<file path="config.mk">
export PLATFORM = sky130hd
export DESIGN_NAME = elevator_step
export DESIGN_NICKNAME = d
export VERILOG_FILES = /design/src/rtl/elevator_step.sv
export SDC_FILE = /design/constraint.sdc
export NUM_CORES = 1
export LEC_CHECK = 0
export CORE_MARGIN = 8
export CORE_UTILIZATION = 35
export DETAILED_ROUTE_END_ITERATION = 8
export PLACE_DENSITY = 0.64
export SETUP_SLACK_MARGIN = 0.5
export SYNTH_ARGS = -nofsm -noshare
export SYNTH_HDL_FRONTEND = slang
export SYNTH_HIERARCHICAL = 1
export SYNTH_SLANG_ARGS = --single-unit
</file>
<file path="constraint.sdc">
create_clock -name i_clk -period 4.15 [get_ports i_clk]
set_clock_uncertainty 0.1 [all_clocks]
set_input_delay 0.415 -clock i_clk [delete_from_list [all_inputs] [get_ports i_clk]]
set_output_delay 0.415 -clock i_clk [all_outputs]
set_load 0.02 [all_outputs]
</file>
<file path="src/rtl/elevator_step.sv">
// Two-car elevator stepping stage: per car DOOR -> DECIDE -> MOVE, one floor per 2+MOVE_CYCLES cycles.
// Registered outputs, no backpressure; optional trip counters under ELEV_TRIP_COUNT_EN.

module elevator_car #(
   parameter int         MOVE_CYCLES = 4,
   parameter logic [2:0] START_FLOOR = 3'd1,
   parameter logic       START_DIR   = 1'b1
) (
   input  logic       i_clk,
   input  logic       i_rst,
   input  logic       i_start,
   input  logic       i_turn,
   input  logic [6:0] i_hold,
   input  logic [5:0] i_board_dest,
   output logic [2:0] o_floor,
   output logic       o_dir,
   output logic [5:0] o_boarding,
   output logic [1:0] o_board_ack,
   output logic       o_halt
`ifdef ELEV_TRIP_COUNT_EN
   ,
   output logic [7:0] o_trips
`endif
);
   localparam int CW = (MOVE_CYCLES > 1) ? $clog2(MOVE_CYCLES) : 1;
   localparam logic [CW-1:0] CNT_LAST = CW'(MOVE_CYCLES - 1);

   typedef enum logic [2:0] {S_IDLE, S_DOOR, S_DECIDE, S_MOVE, S_HALT} state_t;

   state_t          r_state;
   state_t          w_state_nxt;
   logic [2:0]      r_floor;
   logic            r_dir;
   logic [5:0]      r_boarding;
   logic [1:0]      r_ack;
   logic [CW-1:0]   r_cnt;
   logic            w_in_door, w_in_decide, w_in_move, w_move_last, w_halt;
   logic [2:0]      w_slot0, w_slot1, w_floor_step;
   logic [1:0]      w_free, w_ack;
   logic            w_dir_nxt;
   logic            w_unused;

   // Alight is decided purely by slot value; the evaluator's alight flag is informational here.
   assign w_unused = i_hold[5];

   always_ff @(posedge i_clk or posedge i_rst) begin
      if (i_rst) r_state <= S_IDLE;
      else       r_state <= w_state_nxt;
   end

   always_comb begin
      w_state_nxt = r_state;
      case (r_state)
         S_IDLE:   if (i_start) w_state_nxt = S_DOOR;
         S_DOOR:   w_state_nxt = i_hold[6] ? S_HALT : S_DECIDE;
         S_DECIDE: w_state_nxt = S_MOVE;
         S_MOVE:   if (w_move_last) w_state_nxt = S_DOOR;
         S_HALT:   w_state_nxt = S_HALT;
         default:  w_state_nxt = S_IDLE;
      endcase
   end

   always_comb begin
      w_in_door   = (r_state == S_DOOR);
      w_in_decide = (r_state == S_DECIDE);
      w_in_move   = (r_state == S_MOVE);
      w_halt      = (r_state == S_HALT);
      w_move_last = w_in_move && (r_cnt == CNT_LAST);
   end

   // Alight first, then passenger 0 and passenger 1 each take the lowest slot the evaluator marked free.
   always_comb begin
      w_slot0 = r_boarding[2:0];
      w_slot1 = r_boarding[5:3];
      if (w_slot0 == r_floor) w_slot0 = 3'd0;
      if (w_slot1 == r_floor) w_slot1 = 3'd0;
      w_free = i_hold[4:3];
      w_ack  = 2'b00;
      if (i_hold[2]) begin
         if (i_hold[0]) begin
            if (w_free[0]) begin
               w_slot0 = i_board_dest[2:0]; w_free[0] = 1'b0; w_ack[0] = 1'b1;
            end else if (w_free[1]) begin
               w_slot1 = i_board_dest[2:0]; w_free[1] = 1'b0; w_ack[0] = 1'b1;
            end
         end
         if (i_hold[1]) begin
            if (w_free[0]) begin
               w_slot0 = i_board_dest[5:3]; w_free[0] = 1'b0; w_ack[1] = 1'b1;
            end else if (w_free[1]) begin
               w_slot1 = i_board_dest[5:3]; w_free[1] = 1'b0; w_ack[1] = 1'b1;
            end
         end
      end
   end

   always_comb begin
      w_dir_nxt = r_dir ^ i_turn;
      if (r_floor == 3'd1)      w_dir_nxt = 1'b1;
      else if (r_floor == 3'd7) w_dir_nxt = 1'b0;
      w_floor_step = r_floor;
      if (r_dir && (r_floor < 3'd7))       w_floor_step = r_floor + 3'd1;
      else if (!r_dir && (r_floor > 3'd1)) w_floor_step = r_floor - 3'd1;
   end

   always_ff @(posedge i_clk or posedge i_rst) begin
      if (i_rst) begin
         r_floor    <= START_FLOOR;
         r_dir      <= START_DIR;
         r_boarding <= 6'd0;
         r_ack      <= 2'b00;
         r_cnt      <= '0;
      end else begin
         r_ack <= 2'b00;
         if (w_in_door && !i_hold[6]) begin
            r_boarding <= {w_slot1, w_slot0};
            r_ack      <= w_ack;
         end
         if (w_in_decide) r_dir <= w_dir_nxt;
         if (w_in_move) begin
            if (w_move_last) begin
               r_cnt   <= '0;
               r_floor <= w_floor_step;
            end else begin
               r_cnt <= r_cnt + CW'(1);
            end
         end
      end
   end

`ifdef ELEV_TRIP_COUNT_EN
   logic [7:0] r_trips;
   always_ff @(posedge i_clk or posedge i_rst) begin
      if (i_rst)                               r_trips <= 8'd0;
      else if (w_move_last && r_trips != 8'hFF) r_trips <= r_trips + 8'd1;
   end
   assign o_trips = r_trips;
`endif

   assign o_floor     = r_floor;
   assign o_dir       = r_dir;
   assign o_boarding  = r_boarding;
   assign o_board_ack = r_ack;
   assign o_halt      = w_halt;
endmodule

module elevator_step #(
   parameter int MOVE_CYCLES   = 4,
   parameter int START_FLOOR_1 = 1,
   parameter int START_FLOOR_2 = 7
) (
   input  logic       i_clk,
   input  logic       i_rst,
   input  logic       i_start,
   input  logic [1:0] i_turn,
   input  logic [6:0] i_hold_1,
   input  logic [6:0] i_hold_2,
   input  logic [5:0] i_board_dest_1,
   input  logic [5:0] i_board_dest_2,
   output logic [2:0] o_curr_elevator_1,
   output logic [2:0] o_curr_elevator_2,
   output logic [1:0] o_dir_elevator,
   output logic [5:0] o_boarding_1,
   output logic [5:0] o_boarding_2,
   output logic [1:0] o_board_ack_1,
   output logic [1:0] o_board_ack_2,
   output logic       o_done
`ifdef ELEV_TRIP_COUNT_EN
   ,
   output logic [7:0] o_trips_1,
   output logic [7:0] o_trips_2
`endif
);
   logic w_halt_1, w_halt_2;

   elevator_car #(
      .MOVE_CYCLES (MOVE_CYCLES),
      .START_FLOOR (3'(START_FLOOR_1)),
      .START_DIR   (1'b1)
   ) u_car1 (
      .i_clk        (i_clk),
      .i_rst        (i_rst),
      .i_start      (i_start),
      .i_turn       (i_turn[1]),
      .i_hold       (i_hold_1),
      .i_board_dest (i_board_dest_1),
      .o_floor      (o_curr_elevator_1),
      .o_dir        (o_dir_elevator[1]),
      .o_boarding   (o_boarding_1),
      .o_board_ack  (o_board_ack_1),
      .o_halt       (w_halt_1)
`ifdef ELEV_TRIP_COUNT_EN
      ,
      .o_trips      (o_trips_1)
`endif
   );

   elevator_car #(
      .MOVE_CYCLES (MOVE_CYCLES),
      .START_FLOOR (3'(START_FLOOR_2)),
      .START_DIR   (1'b0)
   ) u_car2 (
      .i_clk        (i_clk),
      .i_rst        (i_rst),
      .i_start      (i_start),
      .i_turn       (i_turn[0]),
      .i_hold       (i_hold_2),
      .i_board_dest (i_board_dest_2),
      .o_floor      (o_curr_elevator_2),
      .o_dir        (o_dir_elevator[0]),
      .o_boarding   (o_boarding_2),
      .o_board_ack  (o_board_ack_2),
      .o_halt       (w_halt_2)
`ifdef ELEV_TRIP_COUNT_EN
      ,
      .o_trips      (o_trips_2)
`endif
   );

   assign o_done = w_halt_1 & w_halt_2;
endmodule

</file>
==> results of run 1 <==
## area by class of cell
cell class	instances	area (sq um)
clock buffer	7	86.3
fill	626	3450
multi-input combinational	182	1300
timing repair buffer	53	531
clock inverter	1	5.00
inverter	17	63.8
sequential	34	857
tap	77	96.3
## stage by stage
| step | hold WS [ps] | util, % | cell area, sq um | total power [W] |
|---|---|---|---|---|
| 2_1_floorplan | 239 | - | 2330 | 0.00139 |
| 3_3_place_gp | 390 | 44.6 | 2850 | 0.00165 |
| 3_5_place_dp | 405 | 44.6 | 2850 | 0.00167 |
| 4_1_cts | 421 | 46.0 | 2940 | 0.00195 |
| 5_1_grt | 442 | 46.0 | 2940 | 0.00208 |
| 6_report | 417 | 46.0 | 2940 | 0.00192 |
## cell usage in the layout, fill, tap and decap left out, types with 9 or more instances in the layout
cell	count
clkdlybuf4s50_1	53
dfrtp_1	29
nor2_1	21
inv_1	17
nand2_1	16
o21ai_0	14
nand3_1	13
xnor2_1	10
a21oi_1	10
ha_1	10
o2bb2ai_1	9
## routing by layer
metal	up-vias	global-route usage (%)
li1	987	-
met1	949	15.4
met2	44	18.4
met3	5	1.56
met4	0	5.48
met5	-	0
## critical path: stages, from the launching register on
cell and delay, ps:
dfrtp_1 500, nor3b_1 230, and2_1 150, clkdlybuf4s50_1 600
## state kept, by name, indices dropped and copies added, names as in the netlist, 2 cells and up
register            count
u_car1/o_board_ack      2
u_car1/o_floor          3
u_car1/r_cnt            2
u_car2/r_cnt            2
u_car2/o_boarding       6
u_car1/r_state          3
u_car2/o_floor          3
u_car1/o_boarding       6
u_car2/o_board_ack      2
u_car2/r_state          3
## where the power goes
part / total (W) / internal [W] / switching [W]
sequential: 0.000729 / 0.000486 / 0.000243
clock: 0.000260 / 0.000134 / 0.000126
combinational: 0.000933 / 0.000494 / 0.000439
## kinds of logic (layout without fill, tap and decap cells)
family	after synthesis	count (layout)
AO/OA/AOI/OAI	67	67
XOR/XNOR	15	15
adder cells (fa/ha/maj)	11	11
buffers and inverters	33	78
flip-flops	34	34
multiplexers	5	5
AND/OR/NAND/NOR	84	84
## worst min path at each step
stage                                        to  slack (ps)             from
final                           u_car2/r_cnt[1]         420  u_car2/r_cnt[1]
after global routing            u_car1/r_cnt[0]         440  u_car1/r_cnt[0]
after CTS                       u_car1/r_cnt[1]         420  u_car1/r_cnt[1]
after detailed placement        u_car2/r_cnt[0]         400  u_car2/r_cnt[0]
after global placement          u_car2/r_cnt[0]         390  u_car2/r_cnt[0]
after floorplan           u_car2/o_board_ack[0]         240            i_rst
==> impl_metrics.py, run 1 <==
metrics = {
    "power_and_ir_drop": {
        "p_leak_nw": 1.21,
        "peakVddDrop_v": 0.000313,
        "power_density_nw_per_um2": 655,
    },
    "cells_and_area": {
        "drive_gt1_share_pct": 9.52,
        "diodes": 0,
        "layout.nets": 334,
        "stdcell_count": 371,
        "area_growth_pct": 26.3,
    },
    "drt": {
        "met3_length_microns": 176,
        "vias": 1985,
        "highest_layer": "met4",
        "wl_met2_microns": 2600,
        "drt-initial-drc-count": 80,
        "wl_per_cell_microns": 15.2,
        "drt-total-wl_microns": 5630,
        "viasPerCell": 5.35,
        "firstDrtPassIters": 4,
        "antenna_left": 0,
        "drc_errors": 0,
        "m1WireLength_microns": 2770,
    },
    "yosys": {
        "async_flop_share_pct": 100,
        "synth.area.mux_share_pct": 2.37,
        "yosysTopAreaCellShare_pct": 31.2,
        "yosys.area_share.simple_pct": 20.7,
        "syn_nets": 290,
        "synthTopCellsByCount": "dfrtp_1 (29), nor2_1 (21), inv_1 (17)",
        "synth_top_family_by_area": "compound AO/OA/AOI/OAI gates",
        "yosysMostFrequentCell": "dfrtp_1",
        "seq_area_frac_synth_pct": 36.8,
        "netlist_area_sq_um": 2330,
        "syn_avg_cell_area_sq_um": 9.34,
        "synth_compound_gate_area_share_pct": 21.3,
        "synth_seq_cells": 34,
        "netlist_instances": 249,
        "synth_top_flop_cell": "dfrtp_1",
        "yosys.area.top_type": "dfrtp_1",
        "synth-adder-area-share_pct": 5.81,
        "yosys.cell_types.count": 57,
        "ys.warnings.count": 6,
        "yosys-top-cells-area": "dfrtp_1 (31%), dfstp_2 (5.6%), ha_1 (5.4%)",
        "synth-xor-area-share_pct": 5.65,
        "synth_edf_count": 0,
    },
    "clocking": {
        "cts_buffer_depth": 2,
        "htreeDepth": 2,
        "cts_tree": "built",
        "cts_buffers": 5,
        "clkTransAtPathRegs_ps": 70,
        "cts_resized": 0,
        "cts-root-buf": "clkbuf_8",
        "cts-hold-fix-buffers": 0,
        "cts_setup_buffers": 0,
        "worstSkewPairLatency_ps": 280,
        "cts.sinks": 34,
    },
    "floorplan": {
        "die_w_microns": 97.5,
        "io_pins": 56,
        "dieArea_sq_um": 9510,
        "num_rows": 29,
        "fp.coreArea_sq_um": 6390,
        "initial_core_util_pct": 36.4,
        "die_height_microns": 97.5,
    },
    "global_routing": {
        "grt_pass1_vias": 2018,
        "grt_max_degree": 18,
        "overflow": 0,
        "antenna_found_initial": 0,
        "grt_usage_pct": 11.7,
        "grt_first_pass_wirelength_microns": 9520,
    },
    "placed_design": {
        "port_buffers": 53,
        "place_congestion": 0.755,
        "place.detailed.hpwl_microns": 4130,
        "dp_slack_ps": 1850,
        "placed_cells": 363,
    },
    "timing": {
        "rsz0062_at_grt": "false",
        "min_period_over_period_pct": 54.6,
        "min_period_ps": 2270,
        "tns_ps": 0,
        "setup_viol": 0,
        "worst_slew_pin_slew_ps": 717,
        "fmax_mhz": 441,
        "slew_headroom_pct": 52.1,
        "setup_ws_ps": 1880,
        "drv_slew": 0,
        "finalHoldViolations": 0,
    },
    "worst_setup_path": {
        "critPathMaxFanout": 8,
        "r2r-end": "u_car2/o_floor[2]",
        "worst_setup_path_end_kind": "output pin",
        "endpoint": "o_done",
        "crit_arrival_ps": 1750,
        "startpoint_type": "flip-flop",
        "reg2reg_depth": 6,
        "critPathRequiredTime_ps": 3630,
        "path_class": "reg2out",
        "r2r_slack_ps": 2080,
        "timing.rr.start": "u_car2/o_floor[1]",
        "critPathLaunch": "u_car1/r_state[2]",
    },
    "status": {
        "outcome": "finished, final reports clean",
    },
    "flow_run": {
        "drv_cap": 0,
    },
    "worst_hold_path": {
        "hold-path-cell-count": 1,
        "hold_class": "reg2reg",
    },
}
No activity file was read; power rests on OpenSTA's default activity.
==> inputs of run 2 (changes only) <==
==> constraint.sdc (replaced) <==
create_clock -name i_clk -period 2.15 [get_ports i_clk]
set_clock_uncertainty 0.1 [all_clocks]
set_input_delay 0.215 -clock i_clk [delete_from_list [all_inputs] [get_ports i_clk]]
set_output_delay 0.215 -clock i_clk [all_outputs]
set_load 0.02 [all_outputs]
==> run 2 against run 1 <==
  * First-iteration DRC count shrank 26%
  * Design area up 17%
  * Power grew 120%
  * Register-to-register slack worse by 1700 ps
  * Clock power rose by 75%
  * Final cell count grew 11%
  * Hold slack lost 170 ps
  * Global-route usage increased by 0.95 points
  * Combinational power rose to 2.7 times the previous value
  * Flip-flop and latch count unchanged
  * Critical path type is now reg2reg
==> impl_metrics.py, run 2 (same netlist as run 1, synthesis figures left out) <==
metrics = {
    "worst_setup_path": {
        "crit_family": "simple AND/OR/NAND/NOR gates",
        "timing.rr.start": "u_car1/r_state[1]",
        "slowest_delay_ps": 570,
        "crit_arrival_ps": 1800,
        "critPathMaxFanout": 4,
        "r2r_slack_ps": 410,
        "r2r-end": "u_car1/o_boarding[4]",
        "crit_slowest_cell": "or4b_4",
        "startpoint_type": "flip-flop",
        "path_class": "reg2reg",
        "critPathRequiredTime_ps": 2210,
        "reg2reg_depth": 4,
        "crit_buf_inv": 0,
        "crit_chain": "or4b_4, a211oi_4, a41oi_2, a22o_1",
        "worst_setup_path_end_kind": "flip-flop",
    },
    "floorplan": {
        "fp.coreArea_sq_um": 6390,
        "die_height_microns": 97.5,
        "num_rows": 29,
        "io_pins": 56,
        "dieArea_sq_um": 9510,
        "die_w_microns": 97.5,
        "initial_core_util_pct": 36.4,
    },
    "timing": {
        "min_period_over_period_pct": 81.0,
        "slew_headroom_pct": 54.1,
        "worst_slew_pin_slew_ps": 688,
        "tns_ps": 0,
        "setup_viol": 0,
        "finalHoldViolations": 0,
        "min_period_ps": 1740,
        "fmax_mhz": 574,
        "rsz0062_at_grt": "true",
        "drv_slew": 0,
    },
    "drt": {
        "vias": 2164,
        "drt-initial-drc-count": 59,
        "wl_per_cell_microns": 15.0,
        "antenna_left": 0,
        "viasPerCell": 5.25,
        "drt-total-wl_microns": 6180,
        "firstDrtPassIters": 4,
        "drc_errors": 0,
    },
    "cells_and_area": {
        "layout.nets": 375,
        "diodes": 0,
        "stdcell_count": 412,
        "fin_util_pct": 53.7,
        "drive_gt1_share_pct": 27.8,
        "multi_input_area_sq_um": 1440,
        "ff_latch_area_sq_um": 866,
        "layout_common_cells": "buf_4 (33), clkdlybuf4s50_1 (32), dfrtp_1 (22), nor2_1 (21), nand2_1 (16)",
        "fin_area_sq_um": 3430,
        "area_growth_pct": 47.4,
        "layout_commonest_cell": "buf_4",
        "fillers": 568,
    },
    "power_and_ir_drop": {
        "power.total_w": 0.00431,
        "peakVddDrop_v": 0.000505,
        "power_density_nw_per_um2": 1260,
        "p_leak_nw": 1.58,
    },
    "clocking": {
        "cts_buffers": 5,
        "cts-root-buf": "clkbuf_8",
        "cts.sinks": 34,
        "htreeDepth": 2,
        "cts_buffer_depth": 2,
        "worstSkewPairLatency_ps": 280,
        "cts_tree": "built",
        "cts-hold-fix-buffers": 0,
        "clkTransAtPathRegs_ps": 70,
    },
    "global_routing": {
        "grt_max_degree": 18,
        "grt_pass1_vias": 2165,
        "grt_first_pass_wirelength_microns": 10300,
        "overflow": 0,
        "antenna_found_initial": 0,
        "grt_usage_pct": 12.7,
    },
    "flow_run": {
        "drv_cap": 0,
    },
    "placed_design": {
        "dpl_cell_area_sq_um": 2940,
        "placed_cells": 370,
        "place.detailed.hpwl_microns": 4250,
        "port_buffers": 53,
        "place_congestion": 0.843,
    },
    "worst_hold_path": {
        "hold_class": "in2async",
    },
    "status": {
        "outcome": "finished, final reports clean",
    },
}
run 2: what timing repair did:
action / CTS / global route
gates resized for setup: 31 / 24
setup buffers: 18 / 16
endpoints found under the setup margin: 25 / 28
pin swaps: 7 / 6
run 2: layout make-up:
cell class / instances / area share, %
repair buffers: 94 / 25.8
clock buffers: 8 / 2.33
flip-flops and latches: 34 / 25.2
well taps: 77 / 2.81
multi-input cells: 182 / 41.9
inverters: 17 / 1.93
run 2: layer usage:
metal  wire length (microns)  track usage [%]  vias up
li1                        -                -     1070
met1                    2920             16.7     1034
met2                    2920             19.7       52
met3                     216             2.42        8
met4                     117             5.01        0
met5                       0                0        -
run 2: how the worst max path moves through the flow:
stage | start | end | cells past startpoint
2_1_floorplan | u_car2/o_floor[1] | u_car2/o_floor[1] | 7
3_3_place_gp | i_hold_1[6] | u_car1/o_boarding[4] | 5
3_5_place_dp | i_hold_1[6] | u_car1/o_boarding[4] | 5
4_1_cts | u_car1/r_state[2] | u_car1/o_boarding[4] | 4
5_1_grt | u_car1/r_state[1] | u_car1/o_boarding[3] | 5
6_report | u_car1/r_state[1] | u_car1/o_boarding[4] | 4
run 2: metrics by stage:
stage | setup WS (ps) | hold WS [ps]
after floorplan | 256 | 38.9
after global placement | 165 | 392
after detailed placement | 119 | 405
after CTS | 373 | 272
after global routing | 351 | 292
final | 409 | 247
run 2: power breakdown:
part           switching, W  leakage, nW  internal, W
Clock              0.000226       0.0395     0.000230
Sequential         0.000358        0.413     0.000950
Combinational       0.00120         1.13      0.00134
